--- src/rtl/bin_to_bcd_seq.sv ---
// Sequential binary-to-BCD converter using shift-and-add-3, one operand bit per clock.
// Operands above the largest representable decimal value saturate to all nines and raise overflow.
module bin_to_bcd_seq #(
  parameter int BIN_W  = 14,
  parameter int DIGITS = 4
) (
  input  logic                  clk,
  input  logic                  reset,
  input  logic                  start,
  input  logic [BIN_W-1:0]      data_in,
  output logic [4*DIGITS-1:0]   data_out,
  output logic                  done,
  output logic                  busy,
  output logic                  overflow
);

  localparam int BCD_W = 4 * DIGITS;
  localparam int CNT_W = (BIN_W > 1) ? $clog2(BIN_W) : 1;

  function automatic longint unsigned pow10(input int n);
    longint unsigned r;
    r = 64'd1;
    for (int i = 0; i < n; i++) begin
      r = r * 64'd10;
    end
    return r;
  endfunction

  localparam longint unsigned MAX_VAL = pow10(DIGITS) - 64'd1;
  localparam logic [BCD_W-1:0] SAT_VAL = {DIGITS{4'h9}};

  // Decimal-adjust every nibble independently; no carry crosses a digit boundary.
  function automatic logic [BCD_W-1:0] add3_digits(input logic [BCD_W-1:0] acc);
    logic [BCD_W-1:0] r;
    r = acc;
    for (int d = 0; d < DIGITS; d++) begin
      if (acc[4*d +: 4] >= 4'd5) begin
        r[4*d +: 4] = acc[4*d +: 4] + 4'd3;
      end else begin
        r[4*d +: 4] = acc[4*d +: 4];
      end
    end
    return r;
  endfunction

  function automatic logic exceeds_max(input logic [BIN_W-1:0] v);
    return 64'(v) > MAX_VAL;
  endfunction

  typedef enum logic [1:0] {
    ST_IDLE  = 2'd0,
    ST_SHIFT = 2'd1,
    ST_DONE  = 2'd2
  } state_t;

  state_t             state_r, state_s;
  logic [BIN_W-1:0]   bin_r, bin_s;
  logic [BCD_W-1:0]   bcd_r, bcd_s;
  logic [CNT_W-1:0]   cnt_r, cnt_s;
  logic               ovf_pend_r, ovf_pend_s;
  logic [BCD_W-1:0]   data_out_s;
  logic               done_s, busy_s, overflow_s;
  logic [BCD_W-1:0]   adj_s, shifted_bcd_s;
  logic [BIN_W-1:0]   shifted_bin_s;

  // State and output registers; everything clears on the asynchronous reset.
  always_ff @(posedge clk or posedge reset) begin
    if (reset) begin
      state_r    <= ST_IDLE;
      bin_r      <= '0;
      bcd_r      <= '0;
      cnt_r      <= '0;
      ovf_pend_r <= 1'b0;
      data_out   <= '0;
      done       <= 1'b0;
      busy       <= 1'b0;
      overflow   <= 1'b0;
    end else begin
      state_r    <= state_s;
      bin_r      <= bin_s;
      bcd_r      <= bcd_s;
      cnt_r      <= cnt_s;
      ovf_pend_r <= ovf_pend_s;
      data_out   <= data_out_s;
      done       <= done_s;
      busy       <= busy_s;
      overflow   <= overflow_s;
    end
  end

  // Next-state and next-output logic for the IDLE -> SHIFT -> DONE sequence.
  always_comb begin
    state_s       = state_r;
    bin_s         = bin_r;
    bcd_s         = bcd_r;
    cnt_s         = cnt_r;
    ovf_pend_s    = ovf_pend_r;
    data_out_s    = data_out;
    done_s        = 1'b0;
    busy_s        = busy;
    overflow_s    = overflow;
    adj_s         = add3_digits(bcd_r);
    shifted_bcd_s = {adj_s[BCD_W-2:0], bin_r[BIN_W-1]};
    shifted_bin_s = {bin_r[BIN_W-2:0], 1'b0};

    case (state_r)
      ST_IDLE: begin
        if (start) begin
          bin_s      = data_in;
          bcd_s      = '0;
          cnt_s      = CNT_W'(BIN_W - 1);
          ovf_pend_s = exceeds_max(data_in);
          busy_s     = 1'b1;
          state_s    = ST_SHIFT;
        end else begin
          state_s    = ST_IDLE;
        end
      end
      ST_SHIFT: begin
        bcd_s = shifted_bcd_s;
        bin_s = shifted_bin_s;
        // The last shift lands directly in the output register on the same edge.
        if (cnt_r == '0) begin
          state_s    = ST_DONE;
          done_s     = 1'b1;
          busy_s     = 1'b0;
          data_out_s = ovf_pend_r ? SAT_VAL : shifted_bcd_s;
          overflow_s = ovf_pend_r;
        end else begin
          cnt_s      = cnt_r - CNT_W'(1);
        end
      end
      ST_DONE: begin
        state_s = ST_IDLE;
      end
      default: begin
        state_s = ST_IDLE;
        busy_s  = 1'b0;
      end
    endcase
  end

endmodule

--- config.mk ---
export PLATFORM = sky130hd
export DESIGN_NAME = bin_to_bcd_seq
export DESIGN_NICKNAME = d
export VERILOG_FILES = /design/src/rtl/bin_to_bcd_seq.sv
export SDC_FILE = /design/constraint.sdc
export NUM_CORES = 1
export LEC_CHECK = 0
export ABC_AREA = 1
export CAP_MARGIN = 20
export CORE_ASPECT_RATIO = 0.8
export CORE_UTILIZATION = 55
export CTS_CLUSTER_SIZE = 16
export DETAILED_ROUTE_END_ITERATION = 10
export PLACE_DENSITY = 0.8
export REMOVE_ABC_BUFFERS = 1
export SLEW_MARGIN = 20
export SYNTH_ARGS = -nofsm -noshare
export SYNTH_HDL_FRONTEND = slang
export SYNTH_SLANG_ARGS = --single-unit
--- constraint.sdc ---
create_clock -name clk -period 6.2 [get_ports clk]
set_input_delay 1.86 -clock clk [delete_from_list [all_inputs] [get_ports clk]]
set_output_delay 1.86 -clock clk [all_outputs]
set_load 0.01 [all_outputs]
Word level (Yosys, flattened, before mapping):

Cells that the tools add are included.

* add/subtract/negate cells: 5
* magnitude comparators: 5
* equality and inequality tests: 5
* mux-type cells: 20
* bitwise operators: 1
* reduce and logical (&&, ||, !) cells: 8

Operators by type and width (number)
* $mux 16: 2
* $pmux 16 s2: 1
* $pmux 14 s2: 1
* $mux 4: 5
* $ge 4x3->1 const B: 4
* $gt 14x14->1 const B: 1
* $mux 14: 1
* $add 4x2->4 const B: 3
* $pmux 4 s2: 1
* $ne 2x2->1 const B: 3
* $reduce_and 2->1: 3
* $reduce_and 3->1: 2
* $mux 1: 5
* $logic_not 4->1: 1
* $pmux 2 s2: 1
* $sub 4x1->4 const B: 1
* $add 3x2->3 const B: 1
* $mux 3: 1
* $pmux 1 s3: 1
* $eq 2x1->1 const B: 1
* $eq 2x2->1 const B: 1
* $logic_not 2->1: 1
* $mux 2: 1
* $reduce_bool 2->1: 1
* $not 1->1: 1

* bits in registers: 56
* output and inout bits: 19
* logic and storage cells: 53

Depth between registers and ports, before layout:

* depth in word-level cells: 3
* mapped depth: 9
* mapped depth without buffers: 9

Worst setup path before layout:

Ideal clock, no wire load.

* path type: input to register
* from: input port start
* to: register cnt_r[2]
* arrival time: 2.457 ns
* data required time: 6.117 ns
* path slack: 3.661 ns
* cell stages on the path: 6
* buffers on the path: 0
* path through: nand2_1 nor2_1 inv_1 nand2_2 o21ai_0 o21ai_0

* longest elaborated chain between the ends: 2

Ends and longest elaborated chain
* start, declared: RTL line 9 `input logic start,`
* $ne 2x2->1 (no line)
* $reduce_and 3->1 (no line)
* end signal, assigned: RTL line 82 `cnt_r <= cnt_s;`
* end, declared: RTL line 59 `logic [CNT_W-1:0] cnt_r, cnt_s;`

Every way passes these cells.
A chain may end at the register's enable or synchronous reset.

Worst setup path after layout:

* from: register data_out[10]
* to: output port data_out[10]

RTL lines
* start, declared: RTL line 11 `output logic [4*DIGITS-1:0] data_out,`
* start signal, assigned: RTL line 84 `data_out <= data_out_s;`

No word-level cell between the ends.

==> key figures <==
Synthesis
  – Synth area leaders: dfrtp_1, nand2_1, inv_1, nor2_1, o21ai_0
  – Netlist cell types: 19
  – Flops & latches, synth: 56
  – Ys flop type: dfrtp_1
  – Most frequent cells after synthesis: nand2_1, dfrtp_1, inv_1
  – Ys Warns: 0
  – Async SR Flop Fraction: 100%
  – Mapped cell area: 2740 um^2
  – Share of the synthesized area in the top cell type: roughly half
  – Area leader, netlist: dfrtp_1
  – Cell with the most instances after synthesis: nand2_1
  – Number of flops mapped to enable cells by yosys: 0
  – Register area share after synthesis: between 50% and 60%
  – Post-Syn Instances: 341
  – Syn_area_per_cell: between 8 and 9 um^2

Setup path
  – CP cell instances: clkdlybuf4s50_1
  – CP max stage delay: 0.56 ns
  – Family with the most delay on the worst path: buffers and inverters
  – Depth of the worst register-to-register path: 6
  – Flop2flop setup slack: 3.75 ns
  – Worst R2R Start: state_r[1]
  – Crit path required time: 4.34 ns
  – CP Data Arrival Time: ~1.3 ns
  – Slowest CP cell: clkdlybuf4s50_1
  – Worst Path Class, Setup: reg -> out
  – Crit start category: flop
  – CP max FO: 2
  – Crit Reg-Reg Endpoint: data_out[11]
  – Buf/Inv on CP: 1
  – Worst Setup End Kind: primary output

Route
  – Total Routed Length: 5.32 mm
  – Via count: 2217
  – Vias per inst: slightly above 5
  – First-pass DRT Iterations: 4
  – DRC: 0
  – Drt first-iter violations: 131
  – WL per Instance: around 12 um
  – ANT nets after route: 0

GRT
  – Total global routing overflow: 0
  – First-pass GRT wire length: 9.55 mm
  – Largest net degree at the start of global routing: 57
  – Global Route Usage Sum: 23.6%
  – Vias in the first global route: 2144
  – Antenna violations before repair: 0

Hold path
  – Hold depth: 2
  – Hold Startpoint: ovf_pend_r
  – Sink of the worst hold path: ovf_pend_r
  – Worst hold path type: reg -> reg

Clocking
  – Post-CTS sizing: 0
  – Reg clk slew, reported paths: roughly 0.1 ns
  – Worst-Skew Late Latency: roughly 0.31 ns
  – Hold_buf cts: 0
  – CTS tree: built
  – CTS Buf Count: 5
  – Clock buffer depth: 2
  – Clock root buffer master: clkbuf_8
  – Clock sinks: 56
  – H-tree levels: 2
  – Post-CTS Setup Repair Bufs: 0

Finish
  – Multi-input gate area: 1080 um^2
  – Final nets: 400
  – Area grow syn2layout: 16.7%
  – Reg area: 1400 um^2
  – Antenna cells: 0
  – Fin cells: 435
  – # fillers: roughly 410
  – Post-layout util: 68.2%
  – Share of cells above drive strength 1: ~4.8%

Placement
  – Placer Congestion: 0.803
  – Port Buffers: 35
  – Post-detail-place hpwl: 3.69 mm
  – Inst Count DP: 427

Timing
  – Final Hold Vio Count: 0
  – Max Fclk: 0.322 GHz
  – TNS Setup: 0 ns
  – Final Skew: 0.00897 ns
  – Final Max Slew Viols: 0
  – Final hold slack: 0.489 ns
  – Final Setup Violations: 0
  – RSZ-0062 raised after global routing: no
  – Relative slew slack: 53.8%
  – Tmin final: 3.11 ns
  – Final period util: about half
  – Least-Margin Pin Slew: 0.693 ns

Flow run
  – Max-Cap Viols: 0

Run status
  – Status: completed

Pwr
  – Leak: ~0.0016 uW
  – Power density cells: ~500 nW/um^2
  – Max rail drop VDD: 0.273 mV
  – Final Power: 1630 uW

Die
  – # IOs: 36
  – # rows: 22
  – Die height: 65.1 um
  – Die area: 5260 um^2
  – Initial core utilization: 58.4%
  – Die Wd: 80.8 um
  – Core region area: 4680 um^2
-- area by class of cell --
class                      count  area share, %
sequential                    56           43.9
inverter                      49           5.76
tap                           60           2.35
clock inverter                 1          0.235
multi-input combinational    226           33.9
timing repair buffer          36           11.2
clock buffer                   7           2.70
-- metrics by stage --
step                setup slack, ns  cell area (um^2)
global placement               3.08              3100
CTS                            3.08              3190
finish                         3.09              3190
floorplan                      2.97              2670
global route                   3.05              3190
detailed placement             3.04              3100
-- cell families (layout without fill, tap and decap cells) --
family / count (synthesis) / count (layout) / share of synthesized area [%]
and+or+nand+nor: 157 / 157 / 23.5
AOI/OAI and AO/OA: 59 / 59 / 11.6
buffers and inverters: 59 / 93 / 9.24
DFF: 56 / 56 / 51.2
adders and majority gates: 9 / 9 / 4.12
xor gates and xnor gates: 1 / 1 / 0.320
-- sequential cells by signal, summed over array words and instances, names as in the netlist --
signal      cells
data_out       16
state_r         2
cnt_r           4
busy            1
bcd_r          16
ovf_pend_r      1
overflow        1
done            1
bin_r          14
-- cell usage in the layout, fill, tap and decap left out --
cell and instances:
nand2_2 2, inv_1 44, o22ai_1 12, dfrtp_1 56
ha_1 9, nor2_1 42, clkbuf_8 6, clkbuf_1 1
xor2_1 1, nand2_1 94, nor2_4 2, nand3_1 12
o21ai_1 6, buf_4 1, a21oi_1 7, inv_2 5
nand4_1 4, clkinvlp_4 1, o21ai_0 31, clkdlybuf4s50_1 35
nand2_4 1, o211ai_1 3
-- worst max path at each step --
stage	from	endpoint	slack (ns)	cells past startpoint
after detailed placement	start	bin_r[12]	3.04	6
after global placement	start	bin_r[6]	3.08	6
after floorplan	reset	bcd_r[0]	2.97	1
final	data_out[10]	data_out[10]	3.09	1
after global routing	data_out[10]	data_out[10]	3.05	1
after CTS	data_out[10]	data_out[10]	3.08	1
-- report_power, final --
group	internal (uW)	switching (uW)
combinational	320	466
sequential	538	97.4
clock	91.1	116
total	949	680
-- metal layers --
metal,part of all wire [%],track usage [%]
met1,50,32.8
met2,46,38.6
met3,3.9,4.37
met4,0.30,4.69
met5,0,0
Note: power is estimated with default switching activity, not from simulation.
